## config.mk

```make
export PLATFORM = sky130hd
export DESIGN_NAME = rr_arb
export DESIGN_NICKNAME = d
export VERILOG_FILES = /design/src/rtl/rr_arb.sv
export SDC_FILE = /design/constraint.sdc
export NUM_CORES = 1
export LEC_CHECK = 0
export CAP_MARGIN = 25
export CORE_UTILIZATION = 41
export CTS_CLUSTER_DIAMETER = 80
export DETAILED_ROUTE_END_ITERATION = 12
export GPL_TIMING_DRIVEN = 0
export PLACE_DENSITY = 0.74
export SLEW_MARGIN = 20
export SYNTH_ARGS = -nofsm -noshare
export SYNTH_HDL_FRONTEND = slang
export SYNTH_SLANG_ARGS = --single-unit
```

## constraint.sdc

```tcl
create_clock -name clk -period 2.08 [get_ports clk]
set_clock_uncertainty 0.05 [all_clocks]
set_input_delay 0.208 -clock clk [delete_from_list [all_inputs] [get_ports clk]]
set_output_delay 0.208 -clock clk [all_outputs]
set_load 0.02 [all_outputs]
```

## src/rtl/rr_arb.sv

```systemverilog
// Round-robin arbiter onto one valid/ready channel; the grant locks to a requestor
// until its last beat is accepted, including a first offer that stalls.

module mask #(
    parameter int W           = 4,
    parameter bit TOWARDS_LSB = 1'b0,
    parameter bit INCLUSIVE   = 1'b0
) (
    input  logic [W-1:0] i_vec,
    output logic [W-1:0] o_msk
);
    logic seen;
    int   idx;

    // Running OR swept away from the source bit; exclusive mode writes before accumulating.
    always_comb begin
        o_msk = '0;
        seen  = 1'b0;
        idx   = 0;
        for (int i = 0; i < W; i++) begin
            idx = TOWARDS_LSB ? (W - 1 - i) : i;
            if (INCLUSIVE) seen = seen | i_vec[idx];
            o_msk[idx] = seen;
            if (!INCLUSIVE) seen = seen | i_vec[idx];
        end
    end
endmodule

module rr_arb #(
    parameter int N = 4,
    localparam int EW = (N > 1) ? $clog2(N) : 1
) (
    input  logic          clk,
    input  logic          rst,
    input  logic [N-1:0]  i_req_vld,
    input  logic [N-1:0]  i_req_last,
    output logic [N-1:0]  o_req_rdy,
    output logic [N-1:0]  o_gnt,
    output logic [EW-1:0] o_gnt_enc,
    output logic          o_vld,
    output logic          o_last,
    input  logic          i_rdy
);
    typedef enum logic {ARB, LOCK} state_e;

    state_e       state_q, state_d;
    logic [N-1:0] pri_q, pri_d;
    logic [N-1:0] own_q, own_d;
    logic [N-1:0] msk, req_m, win;
    logic [N-1:0] gnt;
    logic         vld, last, acc;

    function automatic logic [N-1:0] lowest(input logic [N-1:0] v);
        logic [N-1:0] r;
        logic         found;
        r     = '0;
        found = 1'b0;
        for (int i = 0; i < N; i++) begin
            if (v[i] && !found) begin
                r[i]  = 1'b1;
                found = 1'b1;
            end
        end
        return r;
    endfunction

    mask #(.W(N), .TOWARDS_LSB(1'b0), .INCLUSIVE(1'b0)) u_mask (
        .i_vec (pri_q),
        .o_msk (msk)
    );

    always_comb begin
        req_m = i_req_vld & msk;
        win   = lowest((req_m != '0) ? req_m : i_req_vld);
        if (state_q == LOCK) begin
            gnt = own_q;
            vld = |(i_req_vld & own_q);
        end else begin
            gnt = win;
            vld = |i_req_vld;
        end
        last = |(gnt & i_req_last & i_req_vld);
        acc  = vld & i_rdy;
    end

    // Any offer that is not a completed last beat pins the grant, so stalls never switch it.
    always_comb begin
        state_d = state_q;
        pri_d   = pri_q;
        own_d   = own_q;
        if (acc && last) pri_d = gnt;
        if (state_q == ARB) begin
            if (vld && !(i_rdy && last)) begin
                state_d = LOCK;
                own_d   = gnt;
            end
        end else if (acc && last) begin
            state_d = ARB;
            own_d   = '0;
        end
    end

    always_ff @(posedge clk) begin
        if (rst) begin
            state_q <= ARB;
            pri_q   <= N'(1) << (N - 1);
            own_q   <= '0;
        end else begin
            state_q <= state_d;
            pri_q   <= pri_d;
            own_q   <= own_d;
        end
    end

    always_comb begin
        o_gnt     = rst ? '0 : gnt;
        o_vld     = !rst && vld;
        o_last    = !rst && last;
        o_req_rdy = (!rst && acc) ? gnt : '0;
        o_gnt_enc = '0;
        for (int i = 0; i < N; i++) begin
            if (o_gnt[i]) o_gnt_enc = EW'(i);
        end
    end
endmodule

```

==> impl_metrics.csv <==
group,metric,value,unit
run_status,outcome,"finished with violations",
run_status,violations,"setup timing",
hold_path,worstHoldStart,"i_rdy",
yosys,synth_top_area_share,21.44,%
yosys,synth_cell_types,42,
clock_network,tritoncts_clock_tree,"done",
job,cap_viol_max_count,0,
floorplan,floorplan.core_area,1708,um^2
clock_network,cts_made_buffers,3,
clock_network,max-clock-path-buffers,2,
yosys,ys_seq_area_share,21.44,%
setup_path,critPathKind,"reg -> out",
placed_design,hpwlAfterDp,1586,um
drt,drt_pre_antenna_iters,5,
pwr,vdd_ir_drop_max,0.2936,mV
grt,antenna_found_initial,0,
floorplan,top_level_ports,23,
layout,layout.core_utilization,75.53,%
pwr,cellLeakagePower,0.5736,nW
grt,grt_max_degree,11,
yosys,syn-cell-area,747.0,um^2
clock_network,clkTransAtPathRegs,0.07,ns
layout,final_cell_count_no_fill,167,
drt,ant_nets,0,
placed_design,place.gp.congestion,0.8179,
floorplan,number_of_rows_in_the_core_area,15,
layout,n_fill_cell,114,
yosys,synth-edff-count,0,
timing,worst_slew_pin_slew,0.4945,ns
layout,final_common_cell,"buf_4",
timing,rsz_0062_raised_after_global_routing,"yes",
timing,final-hold-violation-count,0,
placed_design,place.port_buffers,20,
drt,routedWlPerCell,17.56,um
floorplan,start_util,43.74,%
clock_network,clockRootBuffer,"clkbuf_4",
drt,detail_route.drc_violations,0,
yosys,ys.warnings.count,0,
timing,timing.setup.tns,-0.4031,ns
layout,post_route_cells_drive_above_1_share,47.18,%
yosys,ys_dominant_reg_cell,"dfxtp_1",
placed_design,placed_cells,148,
timing,fmax,460.8,MHz
setup_path,worstRegToRegCells,8,
timing,worst_slack,-0.09022,ns
yosys,synth.net_count,114,
yosys,synth_top_cells_by_area,"dfxtp_1, nand2_1, mux2i_1",
timing,final_max_slew_viol_count,0,
layout,areaGrowthSynthToFinish,72.70,%
timing,max-slew-margin-rel,67.03,%
hold_path,min_delay_path_depth,4,
yosys,synth_seq_cells,8,
drt,final_routed_wirelength,2933,um
pwr,power_density,468.7,nW/um^2
grt,grt_pass1_vias,892,
floorplan,die-area,1997,um^2
pwr,design_power_total,0.6046,mW
grt,gr-usage-all-layers,26.51,%
setup_path,cp_max_fo,5,
timing,timing.final.crit_share,104.3,%
timing,final.min_clock_period,2.170,ns
clock_network,cts-htree-levels,1,
setup_path,worst_r2r_endpoint,"own_q[3]$_SDFFE_PP0P_",
floorplan,die_height,44.69,um
yosys,asyncSetResetFlopFracSynth,0,%
setup_path,timing.critical_path.arrival,1.91,ns
setup_path,end_kind,"output port",
grt,wire_length_of_the_first_global_routing_pass,3808,um
layout,multiInputGateArea,695.7,um^2
clock_network,clk-insertion-delay-late,0.28,ns
layout,mostFrequentLayoutCells,"buf_4, nand2_1, inv_1",
yosys,syn-instance-count,103,
drt,num_vias,997,
hold_path,timing.hold.worst_endpoint,"own_q[0]$_SDFFE_PP0P_",
yosys,synth.avg_cell_area,7.252,um^2
grt,globalRouteOverflowTotal,0,
clock_network,hold_buffers,0,
clock_network,total_number_of_clock_tree_sinks,8,
setup_path,startpoint_type,"flip-flop",
layout,nets,155,
hold_path,min_path_type,"in -> reg",
drt,route.detailed.vias_per_inst,5.970,
setup_path,worst_ep_required_time,1.82,ns
setup_path,r2r_start,"state_q$_SDFF_PP0_",
yosys,cell_type_with_the_highest_aggregate_area_in_the_netlist,"dfxtp_1",
timing,number_of_failing_setup_endpoints_in_the_final_timing_report,8,
drt,drt_first_iter_violations,75,
layout,register_area,170.2,um^2
setup_path,r2r_slack,-0.07,ns
floorplan,dieWidth,44.69,um
layout,antennaDiodeCount,0,
[kinds of logic (layout without fill, tap and decap cells)]
group | Yosys count | count (layout) | share of synthesized area [%]
AND/OR/NAND/NOR | 42 | 42 | 28.48
AO/OA/AOI/OAI | 34 | 34 | 36.02
buffers and inverters | 15 | 54 | 8.543
flip-flops | 8 | 8 | 21.44
multiplexers | 4 | 4 | 5.528
[repair_timing]
action                                  in CTS  in global routing
setup buffers                               11                  4
pin swaps                                   10                 12
endpoints found under the setup margin      20                 18
gates cloned                                 0                  1
gates resized for setup                     81                 23
[cell type report]
cell class | count | area share [%]
multi-input cells | 80 | 53.93
inverters | 8 | 2.328
clock buffers | 3 | 1.746
flip-flops and latches | 8 | 13.19
plain buffers | 7 | 3.977
well taps | 25 | 2.425
repair buffers | 36 | 22.41
[stage by stage]
stage	setup WS, ns	cell area [um^2]	hold slack [ns]
floorplan	0.0006636	747.0	0.3216
global placement	-0.8998	978.4	0.4455
finish	-0.09022	1290	0.4224
global route	-0.1733	1290	0.4810
detailed placement	-0.9409	978.4	0.4494
CTS	-0.00004063	1189	0.3908
[power breakdown]
| part | total (mW) | switching (mW) | internal [mW] |
|---|---|---|---|
| sequential | 0.176 | 0.0141 | 0.162 |
| clock | 0.135 | 0.0679 | 0.0669 |
| combinational | 0.294 | 0.159 | 0.135 |
| total | 0.605 | 0.241 | 0.364 |
[metal layers]
metal / part of all wire [%] / vias up / global-route usage (%)
met2: 50 / 53 / 42.35
met4: 3.2 / 0 / 13.33
met5: 0 / - / 0
met1: 40 / 470 / 32.43
li1: - / 464 / -
met3: 7.2 / 10 / 7.347
[sequential cells by signal (all words and copies together), names as in the netlist]
name and count:
own_q 4, pri_q 3, state_q 1
[worst max-delay path, stage by stage, from the launching register on]
cell	delay, ns
dfxtp_2	0.36
buf_6	0.13
nand2b_4	0.05
a222oi_1	0.48
buf_4	0.21
nand2_4	0.06
and3_1	0.19
buf_4	0.15
[cell usage after synthesis (2+ instances only)]
cell type	count
dfxtp_1	8
nor2_1	7
o32ai_1	2
nand2_1	12
nand4_1	3
mux2i_1	3
a32o_1	2
inv_1	8
a211oi_1	2
a31oi_1	2
and2_1	2
and3_1	4
a21oi_1	4
o21ai_0	5
nand3_1	3
buf_2	2
nor2b_1	2
o31ai_1	2
nand2b_1	4
clkbuf_1	3
nor3_1	2
[worst max path at each step]
| stage | slack, ns | from | cells after the start | endpoint |
|---|---|---|---|---|
| after CTS | -0.00004 | pri_q[0]$_SDFFE_PP0P_ | 7 | o_req_rdy[3] |
| after floorplan | 0.0007 | pri_q[0]$_SDFFE_PP0P_ | 6 | o_req_rdy[3] |
| after global placement | -0.90 | i_req_vld[3] | 9 | o_req_rdy[3] |
| final | -0.09 | state_q$_SDFF_PP0_ | 7 | o_req_rdy[2] |
| after detailed placement | -0.94 | i_req_vld[3] | 9 | o_req_rdy[3] |
| after global routing | -0.17 | state_q$_SDFF_PP0_ | 8 | o_req_rdy[0] |
Power figures use the tool's default switching activity.
